[config.mk]
export PLATFORM = sky130hd
export DESIGN_NAME = core_idu_pipe
export DESIGN_NICKNAME = d
export VERILOG_FILES = /design/src/rtl/core_idu_pipe_pkg.sv /design/src/rtl/core_idu_pipe_immgen.sv /design/src/rtl/core_idu_pipe.sv
export SDC_FILE = /design/constraint.sdc
export NUM_CORES = 1
export LEC_CHECK = 0
export ABC_AREA = 1
export CORE_AREA = 2 2 140 142
export CTS_CLUSTER_SIZE = 14
export DETAILED_ROUTE_END_ITERATION = 10
export DIE_AREA = 0 0 142 144
export DONT_BUFFER_PORTS = 1
export HOLD_SLACK_MARGIN = 0.12
export PLACE_DENSITY = 0.4
export SLEW_MARGIN = 15
export SYNTH_ARGS = -nofsm -noshare
export SYNTH_HDL_FRONTEND = slang
export SYNTH_SLANG_ARGS = --single-unit
[constraint.sdc]
create_clock -name clk -period 2.9 [get_ports clk]
set_clock_uncertainty 0.2 [all_clocks]
set_input_delay 0.87 -clock clk [delete_from_list [all_inputs] [get_ports clk]]
set_output_delay 0.87 -clock clk [all_outputs]
set_load 0.02 [all_outputs]
[src/rtl/core_idu_pipe_pkg.sv]
// core_idu_pipe_pkg: shared RV32I decode definitions.
// Holds the major opcode constants, the immediate-format encoding, the reset
// NOP, and a helper that maps an opcode to its immediate format. The IDU and
// any other front-end block (such as a branch predictor) import this package.
package core_idu_pipe_pkg;

  localparam logic [6:0] CPU_OPC_LUI      = 7'b0110111;
  localparam logic [6:0] CPU_OPC_AUIPC    = 7'b0010111;
  localparam logic [6:0] CPU_OPC_JAL      = 7'b1101111;
  localparam logic [6:0] CPU_OPC_JALR     = 7'b1100111;
  localparam logic [6:0] CPU_OPC_BRANCH   = 7'b1100011;
  localparam logic [6:0] CPU_OPC_LOAD     = 7'b0000011;
  localparam logic [6:0] CPU_OPC_STORE    = 7'b0100011;
  localparam logic [6:0] CPU_OPC_OP_IMM   = 7'b0010011;
  localparam logic [6:0] CPU_OPC_OP       = 7'b0110011;
  localparam logic [6:0] CPU_OPC_MISC_MEM = 7'b0001111;
  localparam logic [6:0] CPU_OPC_SYSTEM   = 7'b1110011;

  // ADDI x0,x0,0
  localparam logic [31:0] CPU_NOP = 32'h0000_0013;

  typedef enum logic [2:0] {
    CPU_IMM_NONE = 3'd0,
    CPU_IMM_I    = 3'd1,
    CPU_IMM_S    = 3'd2,
    CPU_IMM_B    = 3'd3,
    CPU_IMM_U    = 3'd4,
    CPU_IMM_J    = 3'd5
  } imm_fmt_e;

  function automatic imm_fmt_e imm_fmt_of(input logic [6:0] opc);
    case (opc)
      CPU_OPC_LOAD, CPU_OPC_OP_IMM, CPU_OPC_JALR: imm_fmt_of = CPU_IMM_I;
      CPU_OPC_STORE:                              imm_fmt_of = CPU_IMM_S;
      CPU_OPC_BRANCH:                             imm_fmt_of = CPU_IMM_B;
      CPU_OPC_LUI, CPU_OPC_AUIPC:                 imm_fmt_of = CPU_IMM_U;
      CPU_OPC_JAL:                                imm_fmt_of = CPU_IMM_J;
      default:                                    imm_fmt_of = CPU_IMM_NONE;
    endcase
  endfunction

endpackage

[src/rtl/core_idu_pipe_immgen.sv]
// core_idu_immgen: combinational RV32I immediate generator.
// Ports:
//   instr_i  - 32-bit instruction
//   imm_o    - immediate sign-extended from instr[31] to CPU_XLEN bits
//   fmt_o    - immediate format selected from the opcode
// Purely combinational, so it can be shared with a fetch-side predictor.
module core_idu_immgen
  import core_idu_pipe_pkg::*;
#(
  parameter int CPU_XLEN       = 32,
  parameter int CPU_INSTR_SIZE = 32
) (
  input  logic [CPU_INSTR_SIZE-1:0] instr_i,
  output logic [CPU_XLEN-1:0]       imm_o,
  output imm_fmt_e                  fmt_o
);

  logic signed [31:0] imm32;

  assign fmt_o = imm_fmt_of(instr_i[6:0]);

  always_comb begin
    imm32 = '0;
    case (fmt_o)
      CPU_IMM_I: imm32 = {{20{instr_i[31]}}, instr_i[31:20]};
      CPU_IMM_S: imm32 = {{20{instr_i[31]}}, instr_i[31:25], instr_i[11:7]};
      CPU_IMM_B: imm32 = {{19{instr_i[31]}}, instr_i[31], instr_i[7],
                          instr_i[30:25], instr_i[11:8], 1'b0};
      CPU_IMM_U: imm32 = {instr_i[31:12], 12'h000};
      CPU_IMM_J: imm32 = {{11{instr_i[31]}}, instr_i[31], instr_i[19:12],
                          instr_i[20], instr_i[30:21], 1'b0};
      default:   imm32 = '0;
    endcase
  end

  // Signed size cast widens with sign extension for any CPU_XLEN >= 32.
  assign imm_o = CPU_XLEN'(imm32);

endmodule

[src/rtl/core_idu_pipe.sv]
// core_idu_pipe: RV32I decode stage with its own IF/ID register.
// Ports:
//   clk, rst_n                      - clock, async active-low reset
//   ifu_valid_i/ifu_ready_o         - upstream handshake, pc_i/instr_i payload
//   flush_i                         - kill held instruction, drop incoming
//   rf_rs*_idx_o / rf_rs*_data_i    - combinational regfile read port
//   wb_en_i/wb_idx_i/wb_data_i      - same-cycle write-back for bypass
//   ex_load_i/ex_rsd_idx_i          - load in EX, for load-use stall
//   exu_valid_o/exu_ready_i         - downstream handshake
//   pc_o, instr_o, rs*/rsd idx, rs*_data_o, imm_o, rsd_wen_o, illegal_o
//                                   - decoded payload of the held instruction
module core_idu_pipe
  import core_idu_pipe_pkg::*;
#(
  parameter int CPU_XLEN        = 32,
  parameter int CPU_PC_SIZE     = 32,
  parameter int CPU_INSTR_SIZE  = 32,
  parameter int CPU_RFIDX_WIDTH = 5,
  parameter bit BYPASS_EN       = 1'b1
) (
  input  logic                       clk,
  input  logic                       rst_n,
  input  logic                       ifu_valid_i,
  output logic                       ifu_ready_o,
  input  logic [CPU_PC_SIZE-1:0]     pc_i,
  input  logic [CPU_INSTR_SIZE-1:0]  instr_i,
  input  logic                       flush_i,
  output logic [CPU_RFIDX_WIDTH-1:0] rf_rs1_idx_o,
  output logic [CPU_RFIDX_WIDTH-1:0] rf_rs2_idx_o,
  input  logic [CPU_XLEN-1:0]        rf_rs1_data_i,
  input  logic [CPU_XLEN-1:0]        rf_rs2_data_i,
  input  logic                       wb_en_i,
  input  logic [CPU_RFIDX_WIDTH-1:0] wb_idx_i,
  input  logic [CPU_XLEN-1:0]        wb_data_i,
  input  logic                       ex_load_i,
  input  logic [CPU_RFIDX_WIDTH-1:0] ex_rsd_idx_i,
  output logic                       exu_valid_o,
  input  logic                       exu_ready_i,
  output logic [CPU_PC_SIZE-1:0]     pc_o,
  output logic [CPU_INSTR_SIZE-1:0]  instr_o,
  output logic [CPU_RFIDX_WIDTH-1:0] rs1_idx_o,
  output logic [CPU_RFIDX_WIDTH-1:0] rs2_idx_o,
  output logic [CPU_RFIDX_WIDTH-1:0] rsd_idx_o,
  output logic [CPU_XLEN-1:0]        rs1_data_o,
  output logic [CPU_XLEN-1:0]        rs2_data_o,
  output logic [CPU_XLEN-1:0]        imm_o,
  output logic                       rsd_wen_o,
  output logic                       illegal_o
);

  logic                       valid_q;
  logic [CPU_PC_SIZE-1:0]     pc_q;
  logic [CPU_INSTR_SIZE-1:0]  instr_q;

  logic [6:0]                 opc;
  logic [CPU_RFIDX_WIDTH-1:0] rs1;
  logic [CPU_RFIDX_WIDTH-1:0] rs2;
  logic [CPU_RFIDX_WIDTH-1:0] rsd;
  imm_fmt_e                   fmt;
  logic                       uses_rs1;
  logic                       uses_rs2;
  logic                       writes_rd;
  logic                       known_opc;
  logic                       hazard;
  logic                       fire_out;

  // x0 reads as zero; write-back to x0 is never forwarded since idx==0 wins.
  function automatic logic [CPU_XLEN-1:0] read_opnd(
    input logic [CPU_RFIDX_WIDTH-1:0] idx,
    input logic [CPU_XLEN-1:0]        rf_data,
    input logic                       wb_en,
    input logic [CPU_RFIDX_WIDTH-1:0] wb_idx,
    input logic [CPU_XLEN-1:0]        wb_data
  );
    if (idx == '0)
      read_opnd = '0;
    else if (BYPASS_EN && wb_en && (wb_idx == idx))
      read_opnd = wb_data;
    else
      read_opnd = rf_data;
  endfunction

  // ---- IF/ID register ----
  always_ff @(posedge clk or negedge rst_n) begin
    if (!rst_n) begin
      valid_q <= 1'b0;
      pc_q    <= '0;
      instr_q <= CPU_INSTR_SIZE'(CPU_NOP);
    end else if (flush_i) begin
      valid_q <= 1'b0;
    end else if (ifu_valid_i && ifu_ready_o) begin
      valid_q <= 1'b1;
      pc_q    <= pc_i;
      instr_q <= instr_i;
    end else if (fire_out) begin
      valid_q <= 1'b0;
    end
  end

  // ---- decode of held instruction ----
  assign opc = instr_q[6:0];
  assign rs1 = instr_q[19:15];
  assign rs2 = instr_q[24:20];
  assign rsd = instr_q[11:7];

  core_idu_immgen #(
    .CPU_XLEN       (CPU_XLEN),
    .CPU_INSTR_SIZE (CPU_INSTR_SIZE)
  ) u_immgen (
    .instr_i (instr_q),
    .imm_o   (imm_o),
    .fmt_o   (fmt)
  );

  // I covers JALR/LOAD/OP-IMM; S and B both read rs1 and rs2; OP has no imm.
  assign uses_rs1 = (fmt == CPU_IMM_I) || (fmt == CPU_IMM_S) ||
                    (fmt == CPU_IMM_B) || (opc == CPU_OPC_OP);
  assign uses_rs2 = (fmt == CPU_IMM_S) || (fmt == CPU_IMM_B) ||
                    (opc == CPU_OPC_OP);

  always_comb begin
    writes_rd = 1'b0;
    known_opc = 1'b0;
    case (opc)
      CPU_OPC_LUI, CPU_OPC_AUIPC, CPU_OPC_JAL, CPU_OPC_JALR,
      CPU_OPC_LOAD, CPU_OPC_OP_IMM, CPU_OPC_OP: begin
        writes_rd = 1'b1;
        known_opc = 1'b1;
      end
      CPU_OPC_BRANCH, CPU_OPC_STORE, CPU_OPC_MISC_MEM, CPU_OPC_SYSTEM:
        known_opc = 1'b1;
      default: ;
    endcase
  end

  assign hazard = valid_q && ex_load_i && (ex_rsd_idx_i != '0) &&
                  ((uses_rs1 && (rs1 == ex_rsd_idx_i)) ||
                   (uses_rs2 && (rs2 == ex_rsd_idx_i)));

  // ---- handshake toward EX and IFU ----
  assign exu_valid_o = valid_q && !hazard && !flush_i;
  assign fire_out    = exu_valid_o && exu_ready_i;
  assign ifu_ready_o = flush_i || !valid_q || fire_out;

  assign rf_rs1_idx_o = rs1;
  assign rf_rs2_idx_o = rs2;
  assign rs1_data_o   = read_opnd(rs1, rf_rs1_data_i, wb_en_i, wb_idx_i, wb_data_i);
  assign rs2_data_o   = read_opnd(rs2, rf_rs2_data_i, wb_en_i, wb_idx_i, wb_data_i);

  assign pc_o      = pc_q;
  assign instr_o   = instr_q;
  assign rs1_idx_o = rs1;
  assign rs2_idx_o = rs2;
  assign rsd_idx_o = rsd;
  assign rsd_wen_o = valid_q && writes_rd && (rsd != '0);
  assign illegal_o = valid_q && ((instr_q[1:0] != 2'b11) || !known_opc);

endmodule

==> flow_metrics.tcl, run 1 <==
set metrics [dict create \
    timing.fmax_mhz 319 \
    path_clk_slew_ps 60 \
    ys_warn_count 0 \
    power.density_nw_per_um2 511 \
    syn_inst 701 \
    cp.required_ps 1830 \
    finalHoldViolCount 0 \
    cap_violations 0 \
    synth_edf_count 0 \
    num_rows 51 \
    violations "setup timing" \
    grt_start_max_net_pins 63 \
    cp_slowest_stage_delay_ps 220 \
    arrival_ps 2070 \
    preCtsSetupSlack_ps -166 \
    finalCriticalPeriod_ps 3140 \
    yosys.area_share.simple 0.392 \
    ios 366 \
    outcome "complete, but fails checks" \
    setup_slack_ps -237 \
    start_util 0.245 \
    cts_sinks 65 \
    synth_area_per_cell_um2 6.66 \
    fin_cells 1047 \
    overflow 0 \
    clk_latency_ps 320 \
    drive_gt1_frac 0.486 \
    fp.coreArea_um2 19100 \
    dr.pass1.iters 4 \
    antenna_found_initial 2 \
    place_congestion 0.850 \
    crit_slowest_cell "buf_16" \
    cts_buffers 9 \
    port_buffers 0 \
    synth_top_area_cell "dfrtp_1" \
    rr_worst_depth 16 \
    rrSetupSlack_ps 360 \
    hpwl_mm 17.0 \
    ant_nets 0 \
    critPathBufInv 3 \
    first_global_vias 5565 \
    worst_hold_slack_ps 183 \
    worst_pin_slew_ps 613 \
    via_count 5748 \
    synth.distinct_cells 29 \
    dp_cells 984 \
    synthXorXnorAreaFrac 0.00937 \
    final.setup.tns_ps -14080 \
    drv_slew 0 \
    antennaDiodeCount 0 \
    crit_chain "xor2_4 > a211oi_4 > buf_6 > nand3_4 > buf_16 > nand2_2 > a21oi_1 > buf_4" \
    via_per_inst 5.49 \
    synth_fa_ha_area_frac 0 \
    synth_nets 878 \
    ys_seq_area_frac 0.349 \
    critPathTopFamily "buffers and inverters" \
    worstHoldPathType "in -> async" \
    synth_most_common_cell "nand2_1" \
    routed_wl_mm 25.0 \
    rsz0062_at_grt "yes" \
    path_class "in -> out" \
    die_y_um 144 \
    cts-root-buf "clkbuf_16" \
    worst_r2r_endpoint "instr_o[7]" \
    synthTopCellsByCount "232 x nand2_1, 75 x nand3_1, 70 x a21oi_1, 67 x nand4_1, 62 x dfrtp_1" \
    synth_flop_cell "dfrtp_1" \
    postSynth.asyncResetShare 1.00 \
    post-route-period-util 1.08 \
    timing.rr.start "instr_o[0]" \
    dieArea_um2 20400 \
    synth_mux_area_frac 0 \
    setup_viol 98 \
    grt_first_pass_wirelength_mm 33.9 \
    cp_max_fo 8 \
    fillers 1864 \
    cp-start-kind "input port" \
    nets 981 \
    synth.top_cell.area_share 0.332 \
    relSlewSlack 0.591 \
    dr.first_iter.drc_count 274 \
    die_w_um 142 \
    ys_top_cells_by_area "dfrtp_1 33%, nand2_1 19%, nand4_1 9.0%, nand3_1 8.0%, a21oi_1 7.5%" \
    syn_area_um2 4670 \
    leakage_uw 0.00364 \
    crit_path_end_kind "output port" \
    synth_compound_area_frac 0.119 \
    ir_drop_v 0.000259 \
    cts_tree "built" \
    routedWlPerCell_um 23.9 \
    power_uw 4190 \
    synth_seq_cells 65 \
    grt_util_all_layers 0.219 \
    htreeDepth 3 \
    area_growth_pct 75.6 \
    synth_top_family_by_area "simple AND/OR/NAND/NOR gates" \
    drc 0 \
    clockBufferDepth 2 \
]
-- timing repair --
item	4_1_cts	5_1_grt
cloned	10	3
setup endpoints to repair	99	99
hold endpoints to repair	62	0
gates resized for setup	226	125
buffers inserted	27	13
hold buffers	1	0
pin swaps	52	37
-- registers in the layout (all words and copies together), names as in the netlist --
name,cells
valid_q,1
pc_o,32
instr_o,32
-- worst max-delay path by stage --
stage,start,end,slack (ps),cells after the start
after floorplan,wb_idx_i[1],rs1_data_o[10],-110,6
after global placement,wb_idx_i[3],rs2_data_o[11],-140,7
after detailed placement,wb_idx_i[3],rs2_data_o[11],-170,7
after CTS,instr_o[0],rsd_wen_o,-190,10
after global routing,instr_o[18],rs1_data_o[0],-300,8
final,wb_idx_i[3],rs1_data_o[0],-240,8
-- layout make-up --
cell class	instances	area [um2]	area share
Inverter	41	181	0.0221
Tap cell	238	298	0.0363
Timing Repair Buffer	170	1960	0.239
Sequential cell	65	1640	0.199
Clock inverter	6	42.5	0.00519
Multi-Input combinational cell	517	3850	0.469
Clock buffer	10	239	0.0291
-- cells by family (layout without fill, tap and decap cells) --
family / count (synthesis) / in the layout
AOI/OAI and AO/OA: 106 / 106
and+or+nand+nor: 406 / 406
DFF: 65 / 65
buffers and inverters: 119 / 227
xor gates and xnor gates: 5 / 5
-- placed cells by master (no fill, tap or decap), drive strengths merged --
cell type,instances
o22ai,9
or2,1
nor2,23
a211oi,2
nor3,4
nand3,75
a311oi,1
xnor2,1
dfrtp,62
xor2,4
nor4,1
dfstp,3
clkinvlp,4
clkbuf,13
o21ai,23
nand4,67
a21oi,70
o31ai,1
buf,167
inv,39
nand2,235
clkinv,4
-- stage by stage --
stage	util	instance area, um2
floorplan	-	4960
global placement	0.308	5880
detailed placement	0.308	5880
CTS	0.398	7590
global route	0.430	8200
finish	0.430	8200
-- where the power goes --
part,switching (uW),internal [uW]
sequential,263,1040
combinational,1150,725
clock,410,603
-- metal layers --
metal | part of all wire | GRT usage | wire length [um]
met1 | 0.35 | 0.250 | 8830
met2 | 0.50 | 0.392 | 12500
met3 | 0.10 | 0.0689 | 2540
met4 | 0.045 | 0.0705 | 1130
met5 | 0.0013 | 0 | 33
(Power assumes the default switching activity.)
==> run 2, diff against run 1 <==
--- a/config.mk
+++ b/config.mk
@@ -13,6 +13,7 @@
 export DONT_BUFFER_PORTS = 1
 export HOLD_SLACK_MARGIN = 0.12
 export PLACE_DENSITY = 0.4
+export RECOVER_POWER = 50
 export SLEW_MARGIN = 15
 export SYNTH_ARGS = -nofsm -noshare
 export SYNTH_HDL_FRONTEND = slang
==> run 2 against run 1 <==
The flow finishes with violations (capacitance limit, slew limit, setup timing). Non-clock buffer count unchanged. Worst setup slack gained 1.2 ps. Core utilization down 0.16 points. Register-to-register slack barely moved. Via count about the same. Power is 0.15% lower. Critical path depth did not move. Final area shrank 0.37%. Fmax about the same. Combinational power hardly changed. Wire length decreased by 0.16%. Die area stayed put. Critical endpoint unchanged. Largest cell class unchanged.
==> flow_metrics.tcl, run 2 (synthesized netlist as in run 1, its figures left out) <==
set metrics [dict create \
    nets 981 \
    grt_util_all_layers 0.219 \
    htreeDepth 3 \
    overflow 0 \
    worstHoldPathType "in -> async" \
    setup_slack_ps -235 \
    outcome "complete, but fails checks" \
    dr.pass1.iters 5 \
    worst_r2r_endpoint "instr_o[7]" \
    worst_hold_slack_ps 182 \
    crit_start "wb_idx_i[3]" \
    dieArea_um2 20400 \
    area_growth_pct 75.0 \
    violations "capacitance limit, slew limit, setup timing" \
    hpwl_mm 17.0 \
    layout_commonest_cell "nand2_1" \
    fillers 1870 \
    fin_area_um2 8170 \
    num_rows 51 \
    drc 0 \
    drv_slew 63 \
    routedWlPerCell_um 23.8 \
    cap_violations 1 \
    grt_first_pass_wirelength_mm 33.9 \
    finish.utilization 0.428 \
    rr_worst_depth 16 \
    grt_start_max_net_pins 63 \
    cts_buffers 9 \
    die_y_um 144 \
    crit_path_end_kind "output port" \
    clockBufferDepth 2 \
    placed_area_um2 5880 \
    start_util 0.245 \
    cp_max_fo 8 \
    preCtsSetupSlack_ps -166 \
    antenna_found_initial 2 \
    ir_drop_v 0.000259 \
    first_global_vias 5565 \
    via_per_inst 5.49 \
    leakage_uw 0.00362 \
    via_count 5751 \
    path_class "in -> out" \
    fp.coreArea_um2 19100 \
    final_cell_mix "175 x nand2_1, 75 x buf_4, 68 x nand3_1" \
    cp-start-kind "input port" \
    antennaDiodeCount 0 \
    path_clk_slew_ps 60 \
    ant_nets 0 \
    finalHoldViolCount 0 \
    setup_viol 99 \
    clk_latency_ps 330 \
    rsz0062_at_grt "yes" \
    rrSetupSlack_ps 360 \
    port_buffers 0 \
    relSlewSlack -0.0767 \
    ios 366 \
    worst_pin_slew_ps 1610 \
    crit_end "rs1_data_o[0]" \
    drive_gt1_frac 0.483 \
    routed_wl_mm 24.9 \
    timing.fmax_mhz 319 \
    power.density_nw_per_um2 512 \
    cts_tree "built" \
    cts_sinks 65 \
    cp.required_ps 1830 \
    finalCriticalPeriod_ps 3140 \
    arrival_ps 2070 \
    dr.first_iter.drc_count 289 \
    die_w_um 142 \
    post-route-period-util 1.08 \
    place_congestion 0.850 \
    cts-root-buf "clkbuf_16" \
    timing.rr.start "instr_o[0]" \
]
run 2: power by group:
part	internal, uW	switching [uW]	leakage [uW]
logic	717	1150	0.00269
registers	1040	264	0.000794
clock network	603	411	0.000135
run 2: worst min path at each step:
stage,endpoint,slack (ps),cells after the start
5_1_grt,instr_o[0],160,0
3_5_place_dp,instr_o[2],370,2
6_report,instr_o[0],180,0
4_1_cts,instr_o[0],160,0
3_3_place_gp,instr_o[2],370,2
2_1_floorplan,instr_o[0],300,2
run 2: cell type report:
cell class                 count  area [um2]  share of cell area
clock buffer                  10         239              0.0292
sequential                    65        1640               0.200
inverter                      41         181              0.0222
timing repair buffer         170        1930               0.236
clock inverter                 6        42.5             0.00520
tap                          238         298              0.0364
multi-input combinational    517        3850               0.471
run 2: worst max-delay path: stages:
cell	delay, ps
xor2_4	140
a211oi_4	210
buf_6	170
nand3_4	150
buf_16	220
nand2_2	60
a21oi_1	70
buf_4	170
run 2: layer usage:
layer	vias up	track usage	routed length, um
li1	2556	-	-
met1	2718	0.250	8850
met2	387	0.392	12400
met3	86	0.0689	2580
met4	4	0.0705	1130
met5	-	0	33
run 2: stage by stage:
step | instances | setup TNS [ps] | power, uW
after floorplan | 701 | -4930 | 2220
after global placement | 984 | -6720 | 2650
after detailed placement | 984 | -8260 | 2650
after CTS | 1037 | -12020 | 4100
after global routing | 1047 | -20900 | 4400
final | 1047 | -13870 | 4180
run 2: repair_timing:
action | in CTS | in global routing
hold endpoints to repair | 62 | 0
pin swaps | 52 | 37
buffers inserted | 27 | 13
gates resized for setup | 226 | 125
setup endpoints to repair | 99 | 99
hold buffers | 1 | 0
cloned | 10 | 3
==> run 3, diff against run 2 <==
--- a/config.mk
+++ b/config.mk
@@ -6,13 +6,15 @@
 export NUM_CORES = 1
 export LEC_CHECK = 0
 export ABC_AREA = 1
-export CORE_AREA = 2 2 140 142
+export CELL_PAD_IN_SITES_DETAIL_PLACEMENT = 0
+export CELL_PAD_IN_SITES_GLOBAL_PLACEMENT = 2
+export CORE_AREA = 2 2 143 145
 export CTS_CLUSTER_SIZE = 14
 export DETAILED_ROUTE_END_ITERATION = 10
-export DIE_AREA = 0 0 142 144
+export DIE_AREA = 0 0 145 147
 export DONT_BUFFER_PORTS = 1
 export HOLD_SLACK_MARGIN = 0.12
-export PLACE_DENSITY = 0.4
+export PLACE_DENSITY = 0.69
 export RECOVER_POWER = 50
 export SLEW_MARGIN = 15
 export SYNTH_ARGS = -nofsm -noshare
==> run 3 against run 2 <==
The run still ends with capacitance limit, slew limit, setup timing left. Wire length down 0.75%. Final area decreased by 2.4%. Sequential share of layout area up 0.53 points. Via count is 1.8% lower. Cell count increased by 1.1%. Non-clock buffer count is 20 lower.
==> flow_metrics.tcl, run 3 (synthesized netlist as in run 1, its figures left out) <==
set metrics [dict create \
    fp.coreArea_um2 19800 \
    via_per_inst 5.33 \
    p_seq_frac 0.303 \
    area_growth_pct 70.7 \
    nets 961 \
    ir_drop_v 0.000264 \
    ant_nets 0 \
    num_rows 52 \
    swShare 0.424 \
    clockBufferDepth 2 \
    switchingPower_uw 1830 \
    setup_viol 98 \
    timing.fmax_mhz 314 \
    routedWlPerCell_um 23.4 \
    place_congestion 0.874 \
    dr.pass1.iters 5 \
    setup_slack_ps -286 \
    worst_pin_slew_ps 1590 \
    finalHoldViolCount 0 \
    via_count 5649 \
    dieArea_um2 21300 \
    start_util 0.235 \
    internal-power_uw 2480 \
    final_cell_mix "156 x nand2_1, 83 x buf_4, 69 x nand3_1" \
    ios 366 \
    port_buffers 0 \
    die_y_um 147 \
    htreeDepth 3 \
    final.setup.tns_ps -18890 \
    antennaDiodeCount 0 \
    drive_gt1_frac 0.480 \
    cts_sinks 65 \
    routed_wl_mm 24.8 \
    clkPwrFrac 0.278 \
    overflow 0 \
    crit_path_end_kind "output port" \
    grt_first_pass_wirelength_mm 36.9 \
    layout_commonest_cell "nand2_1" \
    relSlewSlack -0.0602 \
    clk_latency_ps 330 \
    cap_violations 1 \
    hpwl_mm 17.0 \
    path_clk_slew_ps 60 \
    cts_buffers 9 \
    post-route-period-util 1.10 \
    rrSetupSlack_ps 250 \
    drv_slew 63 \
    arrival_ps 2120 \
    leakage_uw 0.00352 \
    antenna_found_initial 0 \
    violations "capacitance limit, slew limit, setup timing" \
    power.density_nw_per_um2 541 \
    path_class "in -> out" \
    first_global_vias 6075 \
    die_w_um 145 \
    drc 0 \
    rsz0062_at_grt "yes" \
    finish.utilization 0.402 \
    p_comb_frac 0.419 \
    grt_util_all_layers 0.224 \
    outcome "complete, but fails checks" \
    cts-root-buf "clkbuf_16" \
    cp_max_fo 8 \
    worstHoldPathType "in -> async" \
    cp.required_ps 1830 \
    dr.first_iter.drc_count 329 \
    grt_start_max_net_pins 65 \
    cts_tree "built" \
    preCtsSetupSlack_ps -168 \
    cp-start-kind "input port" \
    power_uw 4310 \
    finalCriticalPeriod_ps 3190 \
]
==> run 3: cell count changes in the layout (fill, tap and decap cells not counted), moves of 7 or more <==
| cell | change |
|---|---|
| nand2_4 | +15 |
| nand2_2 | +7 |
| o21ai_0 | +10 |
| buf_4 | +8 |
| buf_12 | -7 |
| nor2_4 | -8 |
| a21oi_4 | +8 |
| buf_6 | -20 |
| nand2_1 | -19 |
==> run 3: through the flow <==
stage                     cell area (um2)  hold WS [ps]  cells
after floorplan                      4960           300    701
after global placement               5740           376    995
after detailed placement             5740           376    995
after CTS                            7810           161   1059
after global routing                 7980           150   1059
final                                7980           178   1059
==> run 3: timing repair <==
item	CTS	global route
buffers inserted	34	7
setup endpoints to repair	100	99
gates resized for setup	259	64
pin swaps	64	49
hold buffers	1	0
hold endpoints to repair	62	0
cloned	17	0
==> run 3: worst paths after layout <==
kind / from / endpoint / cells after the start
max: wb_idx_i[3] / rs1_data_o[27] / 8
min: rst_n / instr_o[1] / 0
max reg2reg: instr_o[0] / instr_o[23] / 14
min reg2reg: instr_o[16] / instr_o[16] / 2
max in group asynchronous: rst_n / instr_o[23] / 1
min in group clk: instr_o[16] / instr_o[16] / 2
==> run 3: critical path, stage by stage <==
cell	delay, ps
xor2_4	140
a211oi_4	330
buf_4	190
nand3_4	80
buf_12	170
buf_16	160
nand2_4	70
a21oi_4	80
==> run 3: power by group through the flow <==
| stage | Sequential (uW) | Clock (uW) | Combinational, uW |
|---|---|---|---|
| 2_1_floorplan | 1330 | 0 | 893 |
| 3_3_place_gp | 1300 | 0 | 1270 |
| 3_5_place_dp | 1300 | 0 | 1290 |
| 4_1_cts | 1300 | 1240 | 1780 |
| 5_1_grt | 1330 | 1280 | 1910 |
| 6_report | 1310 | 1200 | 1800 |
==> run 3: cell type report <==
cell class                 instances  area, um2
fill                            1949      11900
multi-input combinational        517       3840
timing repair buffer             150       1660
sequential                        65       1640
tap                              270        338
clock buffer                       9        225
inverter                          41        169
clock inverter                     7        103
==> run 3: routing by layer <==
metal	vias up	track usage	wire length, um
li1	2516	-	-
met1	2693	0.231	8570
met2	373	0.399	12500
met3	67	0.0963	2690
met4	0	0.0975	968
met5	-	0	0
